`config.mk`:
```
export PLATFORM = sky130hd
export DESIGN_NAME = axi_master
export DESIGN_NICKNAME = d
export VERILOG_FILES = /design/src/rtl/axi_master.sv
export SDC_FILE = /design/constraint.sdc
export NUM_CORES = 1
export LEC_CHECK = 0
export BUFFER_PORTS_ARGS = -buffer_cell sky130_fd_sc_hd__buf_2
export CAP_MARGIN = 25
export CORE_ASPECT_RATIO = 0.8
export CORE_MARGIN = 4
export CORE_UTILIZATION = 47
export CTS_CLUSTER_DIAMETER = 50
export CTS_CLUSTER_SIZE = 14
export DETAILED_ROUTE_END_ITERATION = 16
export MAX_ROUTING_LAYER = met4
export PLACE_DENSITY = 0.85
export RECOVER_POWER = 100
export SKIP_LAST_GASP = 1
export SLEW_MARGIN = 20
export SYNTH_ARGS = -nofsm -noshare
export SYNTH_HDL_FRONTEND = slang
export SYNTH_SLANG_ARGS = --single-unit
```
`constraint.sdc`:
```
create_clock -name axi_ACLK -period 2.33 [get_ports axi_ACLK]
set_input_delay 0.1165 -clock axi_ACLK [delete_from_list [all_inputs] [get_ports axi_ACLK]]
set_output_delay 0.1165 -clock axi_ACLK [all_outputs]
set_load 0.1 [all_outputs]
```
`src/rtl/axi_master.sv`:
```
// rtl/axi_master.sv - single-beat AXI master with independent write/read FSMs and per-FSM timeout
module axi_master #(
    parameter int TIMEOUT_CYCLES = 255
) (
    input  logic        axi_ACLK,
    input  logic        axi_ARESET,
    // write address / data / response channels
    output logic [31:0] AWADDR,
    output logic        AWVALID,
    input  logic        AWREADY,
    output logic [31:0] WDATA,
    output logic [3:0]  WSTRB,
    output logic        WVALID,
    input  logic        WREADY,
    input  logic [1:0]  BRESP,
    input  logic        BVALID,
    output logic        BREADY,
    // read address / data channels
    output logic [31:0] ARADDR,
    output logic        ARVALID,
    input  logic        ARREADY,
    input  logic [31:0] RDATA,
    input  logic [1:0]  RRESP,
    input  logic        RVALID,
    output logic        RREADY,
    // user write side
    input  logic        write_start_i,
    input  logic [31:0] write_address_i,
    input  logic [31:0] write_data_i,
    input  logic [3:0]  write_strobe_i,
    output logic        write_done_o,
    output logic        write_error_o,
    output logic        write_busy_o,
    // user read side
    input  logic        read_start_i,
    input  logic [31:0] read_address_i,
    output logic [31:0] read_data_o,
    output logic        read_done_o,
    output logic        read_error_o,
    output logic        read_busy_o
);

    // A zero TIMEOUT_CYCLES disables the watchdog entirely.
    localparam bit          TMO_EN   = (TIMEOUT_CYCLES > 0);
    localparam logic [31:0] TMO_LAST = TMO_EN ? 32'(TIMEOUT_CYCLES - 1) : 32'd0;

    typedef enum logic [1:0] {W_IDLE, W_ADDR_DATA, W_RESPONSE} wr_state_t;
    typedef enum logic [1:0] {R_IDLE, R_ADDRESS, R_RESPONSE} rd_state_t;

    wr_state_t   wr_state;
    rd_state_t   rd_state;
    logic [31:0] wr_cnt;
    logic [31:0] rd_cnt;

    logic aw_hs, w_hs, b_hs, ar_hs, r_hs;
    logic wr_tmo, rd_tmo;

    assign aw_hs  = AWVALID & AWREADY;
    assign w_hs   = WVALID & WREADY;
    assign b_hs   = BVALID & BREADY;
    assign ar_hs  = ARVALID & ARREADY;
    assign r_hs   = RVALID & RREADY;
    // Counter holds the number of completed non-idle cycles; the last allowed cycle is TMO_LAST.
    assign wr_tmo = TMO_EN && (wr_cnt >= TMO_LAST);
    assign rd_tmo = TMO_EN && (rd_cnt >= TMO_LAST);

    // Write FSM: AW and W handshakes tracked independently, then wait for B; handshakes beat timeout.
    always_ff @(posedge axi_ACLK) begin
        if (axi_ARESET) begin
            wr_state      <= W_IDLE;
            wr_cnt        <= '0;
            AWADDR        <= '0;
            WDATA         <= '0;
            WSTRB         <= '0;
            AWVALID       <= 1'b0;
            WVALID        <= 1'b0;
            BREADY        <= 1'b0;
            write_done_o  <= 1'b0;
            write_error_o <= 1'b0;
            write_busy_o  <= 1'b0;
        end else begin
            write_done_o  <= 1'b0;
            write_error_o <= 1'b0;
            case (wr_state)
                W_IDLE: begin
                    if (write_start_i) begin
                        AWADDR       <= write_address_i;
                        WDATA        <= write_data_i;
                        WSTRB        <= write_strobe_i;
                        AWVALID      <= 1'b1;
                        WVALID       <= 1'b1;
                        wr_cnt       <= '0;
                        write_busy_o <= 1'b1;
                        wr_state     <= W_ADDR_DATA;
                    end
                end
                W_ADDR_DATA: begin
                    if (aw_hs || w_hs) begin
                        if (aw_hs) AWVALID <= 1'b0;
                        if (w_hs)  WVALID  <= 1'b0;
                        if ((aw_hs || !AWVALID) && (w_hs || !WVALID)) begin
                            BREADY   <= 1'b1;
                            wr_state <= W_RESPONSE;
                        end
                        wr_cnt <= wr_cnt + 32'd1;
                    end else if (wr_tmo) begin
                        AWVALID       <= 1'b0;
                        WVALID        <= 1'b0;
                        write_done_o  <= 1'b1;
                        write_error_o <= 1'b1;
                        write_busy_o  <= 1'b0;
                        wr_state      <= W_IDLE;
                    end else begin
                        wr_cnt <= wr_cnt + 32'd1;
                    end
                end
                W_RESPONSE: begin
                    if (b_hs || wr_tmo) begin
                        BREADY        <= 1'b0;
                        write_done_o  <= 1'b1;
                        write_error_o <= b_hs ? (BRESP != 2'b00) : 1'b1;
                        write_busy_o  <= 1'b0;
                        wr_state      <= W_IDLE;
                    end else begin
                        wr_cnt <= wr_cnt + 32'd1;
                    end
                end
                default: wr_state <= W_IDLE;
            endcase
        end
    end

    // Read FSM: AR handshake then R beat; read data only updates on an actual R handshake.
    always_ff @(posedge axi_ACLK) begin
        if (axi_ARESET) begin
            rd_state     <= R_IDLE;
            rd_cnt       <= '0;
            ARADDR       <= '0;
            ARVALID      <= 1'b0;
            RREADY       <= 1'b0;
            read_data_o  <= '0;
            read_done_o  <= 1'b0;
            read_error_o <= 1'b0;
            read_busy_o  <= 1'b0;
        end else begin
            read_done_o  <= 1'b0;
            read_error_o <= 1'b0;
            case (rd_state)
                R_IDLE: begin
                    if (read_start_i) begin
                        ARADDR      <= read_address_i;
                        ARVALID     <= 1'b1;
                        rd_cnt      <= '0;
                        read_busy_o <= 1'b1;
                        rd_state    <= R_ADDRESS;
                    end
                end
                R_ADDRESS: begin
                    if (ar_hs) begin
                        ARVALID  <= 1'b0;
                        RREADY   <= 1'b1;
                        rd_cnt   <= rd_cnt + 32'd1;
                        rd_state <= R_RESPONSE;
                    end else if (rd_tmo) begin
                        ARVALID      <= 1'b0;
                        read_done_o  <= 1'b1;
                        read_error_o <= 1'b1;
                        read_busy_o  <= 1'b0;
                        rd_state     <= R_IDLE;
                    end else begin
                        rd_cnt <= rd_cnt + 32'd1;
                    end
                end
                R_RESPONSE: begin
                    if (r_hs) begin
                        read_data_o  <= RDATA;
                        read_error_o <= (RRESP != 2'b00);
                    end else if (rd_tmo) begin
                        read_error_o <= 1'b1;
                    end
                    if (r_hs || rd_tmo) begin
                        RREADY      <= 1'b0;
                        read_done_o <= 1'b1;
                        read_busy_o <= 1'b0;
                        rd_state    <= R_IDLE;
                    end else begin
                        rd_cnt <= rd_cnt + 32'd1;
                    end
                end
                default: rd_state <= R_IDLE;
            endcase
        end
    end

endmodule

```
After elaboration in Yosys (flattened, before gate mapping)
Cells that the tools add are included.
{ "classes": {"reduce_logical": 32, "order_cmp": 2, "n_addsub": 2, "bitwise_logic": 5, "n_eq_ne": 24, "muxes": 57} }
{ "op_table": {"columns": ["operator", "count"], "rows": [
  ["$mux 32", 8],
  ["$pmux 32 s3", 2],
  ["$add 32x1->32 const B", 2],
  ["$ge 32x8->1 const B", 2],
  ["$ne 2x2->1 const B", 13],
  ["$mux 1", 25],
  ["$reduce_and 4->1", 6],
  ["$ne 3x3->1 const B", 7],
  ["$mux 2", 9],
  ["$pmux 1 s2", 9],
  ["$pmux 2 s3", 2],
  ["$reduce_bool 2->1", 6],
  ["$reduce_and 5->1", 2],
  ["$reduce_and 3->1", 3],
  ["$pmux 1 s3", 2],
  ["$reduce_and 2->1", 3],
  ["$reduce_bool 3->1", 2],
  ["$and 1x1->1", 5],
  ["$logic_or 1x1->1", 5],
  ["$eq 2x1->1 const B", 2],
  ["$eq 2x2->1 const B", 2],
  ["$logic_not 2->1", 2],
  ["$logic_not 1->1", 2],
  ["$logic_and 1x1->1", 1]
]} }
{ "word_totals": {"regBits": 211, "elab_cells": 142, "input_bits": 145} }

Logic depth before layout (Yosys ltp)
{ "depth": {"word_depth": 6, "depth_mapped": 10, "depth_no_buf": 7} }

Worst setup path before layout
No wires, ideal clock.
{ "synth_timing": {"path_type": "register -> register", "from": "reg RREADY", "to": "reg rd_cnt[19]", "arrival_ps": 2623, "stages_incl_launch_ff": 9, "slack_ps": -385, "synth_period_minus_slack_ps": 2715, "required_ps": 2238, "cell_sequence": "dfxtp_1 > and3_1 > clkbuf_1 > or3_1 > clkbuf_1 > clkbuf_1 > clkbuf_1 > a211oi_1 > o32ai_1"} }
{ "synth_via": {"elab_chain_cells": 4} }
{ "synth_rtl": {"columns": ["item", "line_no", "rtl"], "rows": [
  ["start, declared", "25", "output logic RREADY,"],
  ["start signal, assigned", "140", "RREADY <= 1'b0;"],
  ["start signal, assigned", "161", "RREADY <= 1'b1;"],
  ["start signal, assigned", "182", "RREADY <= 1'b0;"],
  ["$and 1x1->1", "62", "assign r_hs = RVALID & RREADY;"],
  ["$logic_or 1x1->1", "181", "if (r_hs || rd_tmo) begin"],
  ["$ne 2x2->1 (no source line)", null, null],
  ["$reduce_and 4->1 (no source line)", null, null],
  ["end signal, assigned", "162", "rd_cnt <= rd_cnt + 32'd1;"],
  ["end signal, assigned", "171", "rd_cnt <= rd_cnt + 32'd1;"],
  ["end signal, assigned", "187", "rd_cnt <= rd_cnt + 32'd1;"],
  ["end, declared", "53", "logic [31:0] rd_cnt;"]
]} }
Every way passes these cells.
A chain may end at the register's enable or synchronous reset.

Worst setup path after layout
{ "layout_timing": {"from": "reg wr_cnt[8]", "to": "reg wr_cnt[21]"} }
{ "layout_via": {"elab_chain_cells": 4, "word_cells_on_any_way": 10, "cone_classes": "add/sub (1); order compare (1); eq/ne (2); mux (4); reduce/logical (2)"} }
{ "layout_rtl": {"columns": ["item", "line_no", "rtl"], "rows": [
  ["start, declared", "52", "logic [31:0] wr_cnt;"],
  ["start signal, assigned", "105", "wr_cnt <= wr_cnt + 32'd1;"],
  ["start signal, assigned", "114", "wr_cnt <= wr_cnt + 32'd1;"],
  ["start signal, assigned", "125", "wr_cnt <= wr_cnt + 32'd1;"],
  ["$add 32x1->32 / $ge 32x8->1 (equally long branches)", null, null],
  ["$mux 32 / $logic_or 1x1->1 (equally long branches)", "106, 118", null],
  ["$mux 32 / $ne 2x2->1 (equally long branches)", null, null],
  ["$pmux 32 s3 / $reduce_and 4->1 (equally long branches)", null, null]
]} }
Parallel ways exist; a longest one is shown, timed or not. The select of a mux whose other input is x is not followed.

==> reports/qor.csv <==
stage;metric;value;unit
floorplanning;start_util;0.487;
worst_setup_path;crit_type;flop to flop;
timing;rsz0062_at_grt;yes;
worst_setup_path;endpoint_kind;flop;
floorplanning;die-area;22400;µm²
synthesis;synth_top_area_frac;0.449;
synthesis;ys_ff_latch;211;
pwr;seqPwrFrac;0.361;
floorplanning;die_h;135;µm
cts;cts_tree;yes;
cts;numCtsBuffers;24;
synthesis;syn-num-nets;1337;
cells_and_area;final_cells;1886;
route;via_count;11200;
timing;slew-limit-headroom;0.149;
synthesis;ys_seq_area_frac;0.449;
worst_setup_path;path_cells;nor4_1 -> buf_4 -> nand4_2 -> buf_4 -> o311a_2 -> o41ai_1 -> o41ai_1;
pwr;powerDensity;812;nW/µm²
timing;timing.fmax;439;MHz
route;drcViolationCount;0;
synthesis;synth_top_area_cell;dfxtp_1;
route;drtPass1Iterations;6;
cells_and_area;fillCellCount;1505;
synthesis;yosysMostFrequentCell;nand2_1;
floorplanning;core.rowCount;45;
timing;hold_ws;0.0302;ns
pwr;internal_power;6.76;mW
cts;clk_latency;0.51;ns
floorplanning;num_io_pins;288;
place;place_congestion;0.950;
synthesis;synth_edf_count;0;
pwr;clkPwrFrac;0.344;
worst_setup_path;cpMaxStageDelayCell;o311a_2;
pwr;p_leak;5.19;nW
route;drt_iter0_drc;1128;
pwr;p_sw_frac;0.384;
cells_and_area;final_util;0.699;
min_path;holdCritPathClass;input port to flop;
cts;cts_num_sinks;211;
cts;clkTransAtPathRegs;0.07;ns
pwr;p_switching;4.21;mW
global_routing;grt_pass1_vias;10900;
floorplanning;core;19300;µm²
worst_setup_path;critPathMaxFanout;10;
synthesis;synth_warnings;0;
cts;cts-root-buf;clkbuf_16;
timing;min_period;2.28;ns
global_routing;grt.total_usage;0.291;
route;viasPerCell;5.91;
pwr;p_comb_frac;0.294;
synthesis;synth.top_cells.by_area;dfxtp_1 (45%), nand2_1 (12%), a21oi_1 (10%), clkbuf_1 (2.7%), nand4_1 (2.4%);
cells_and_area;fin_area;13500;µm²
cts;htreeDepth;1;
timing;finalHoldViolations;0;
route;routed_wl;34100;µm
global_routing;grt_max_degree;117;
synthesis;yosys.cell_types.count;62;
pwr;irDropWorstVdd;0.000649;V
worst_setup_path;crit_required;2.71;ns
synthesis;syn_area_per_cell;7.97;µm²
floorplanning;die_w;166;µm
synthesis;synth_ff_type;dfxtp_1;
timing;worst_slew_pin_slew;1.28;ns
timing;period_share;0.978;
cells_and_area;finalNetCount;1770;
global_routing;antenna_found_initial;0;
place;dpl_cell_area;11400;µm²
route;ant_nets;0;
place;portBuffers;287;
global_routing;grt_overflow;0;
synthesis;synth.cell_area;9410;µm²
timing;tns;0;ns
timing;setup_viol;0;
cts;clk_path_buf_depth;3;
worst_setup_path;cpPeakStageDelay;0.51;ns
run_status;status;completed;
global_routing;grt_pass1_wl;54100;µm
synthesis;ys_top_cells_by_count;nand2_1 (303), dfxtp_1 (211), a21oi_1 (188);
route;avgRoutedWirePerCell;18.1;µm
place;hpwl;20200;µm
timing;skew;0.0115;ns
place;dp_cells;1702;
synthesis;async_flop_share;0;
synthesis;synthCells;1180;
cells_and_area;syn2layout_area_growth;43.5;%
worst_setup_path;cp.arrival;2.66;ns
run;cap_violations;0;
cells_and_area;drive_above_1_share;0.179;
worst_setup_path;cp-start-kind;flop;
timing;maxSlewViolCount;0;
[power by group through the flow]
stage	Sequential (mW)	Combinational [mW]	Clock (mW)
after global routing	3.98	3.40	3.99
after detailed placement	4.02	3.02	0
after CTS	3.94	3.21	3.82
final	3.96	3.23	3.78
after global placement	4.01	2.97	0
after floorplan	5.40	0.948	0
[area by class of cell]
cell class	count	area (µm²)	share of cell area
Inverter	22	82.6	0.00612
Tap cell	258	323	0.0239
Timing Repair Buffer	499	3260	0.241
Clock inverter	12	133	0.00982
Sequential cell	211	4230	0.313
Multi-Input combinational cell	855	4820	0.357
Clock buffer	28	657	0.0486
Antenna cell	1	2.50	0.000185
[metal layers]
metal	GRT usage	vias to the layer above	share of wire
met5	-	-	0
met1	0.350	5265	0.39
li1	-	5128	-
met2	0.493	633	0.49
met4	0.111	0	0.042
met3	0.0509	129	0.081
[cells by family after synthesis]
family                     Yosys count  synth area share
DFF                                211             0.449
and+or+nand+nor                    516             0.262
xor gates and xnor gates             1          0.000931
muxes                                7           0.00771
buffers and inverters              115            0.0485
AOI/OAI and AO/OA                  318             0.216
adders and majority gates           12            0.0160
[per-stage QoR]
step                setup slack, ns  power, mW
floorplan                    0.0215       6.35
global placement             0.0996       6.98
detailed placement           0.0567       7.04
CTS                          0.0283       11.0
global route                -0.0220       11.4
finish                       0.0506       11.0
[critical path, delay by kind of cell (launching register included)]
family	cells	cell delay, ns
AND/OR/NAND/NOR	2	0.42
AO/OA/AOI/OAI	3	1.04
buffers and inverters	2	0.38
flip-flops	1	0.32
[path summary, 6_finish.rpt]
check,from,slack [ns],to,cells after the start
worst max-delay path,wr_cnt[8],0.05,wr_cnt[21],7
worst min-delay path,ARREADY,0.03,rd_state[1],4
worst min register to register,AWADDR[11],0.45,AWADDR[11],2
worst max register to register,wr_cnt[8],0.05,wr_cnt[21],7
[flip-flops by register name (all words and copies together), names as in the netlist]
register / count
rd_state: 2
WVALID: 1
BREADY: 1
read_data_o: 32
AWVALID: 1
AWADDR: 32
read_done_o: 1
ARADDR: 32
WDATA: 32
RREADY: 1
write_error_o: 1
ARVALID: 1
write_busy_o: 1
read_error_o: 1
WSTRB: 4
wr_cnt: 32
read_busy_o: 1
wr_state: 2
write_done_o: 1
rd_cnt: 32
[cell usage in the layout (no fill, tap or decap), drive strengths merged, types with 3 or more instances in the layout]
| cell type | instances |
|---|---|
| nor2b | 8 |
| nand2 | 303 |
| nand3 | 33 |
| or4 | 16 |
| and3 | 13 |
| nand4 | 39 |
| buf | 217 |
| and4 | 9 |
| a32o | 13 |
| a211oi | 3 |
| a41oi | 7 |
| o31a | 4 |
| nor4 | 22 |
| a22oi | 3 |
| o41ai | 24 |
| a31o | 4 |
| nor3 | 20 |
| o41a | 3 |
| clkbuf | 173 |
| o2111a | 3 |
| a21oi | 188 |
| o31ai | 22 |
| a21o | 3 |
| and2 | 9 |
| or4b | 4 |
| nor2 | 20 |
| ha | 12 |
| dfxtp | 211 |
| o311ai | 3 |
| clkinv | 7 |
| mux2i | 5 |
| dlygate4sd3 | 137 |
| o21ai | 23 |
| or3 | 15 |
| inv | 25 |
[timing repair]
item                                    4_1_cts  5_1_grt
resized for setup                             0       15
endpoints found under the hold margin       135        0
hold buffers                                137        0
setup buffers                                 0        5
endpoints found under the setup margin        0       45
Power figures use the tool's default switching activity.
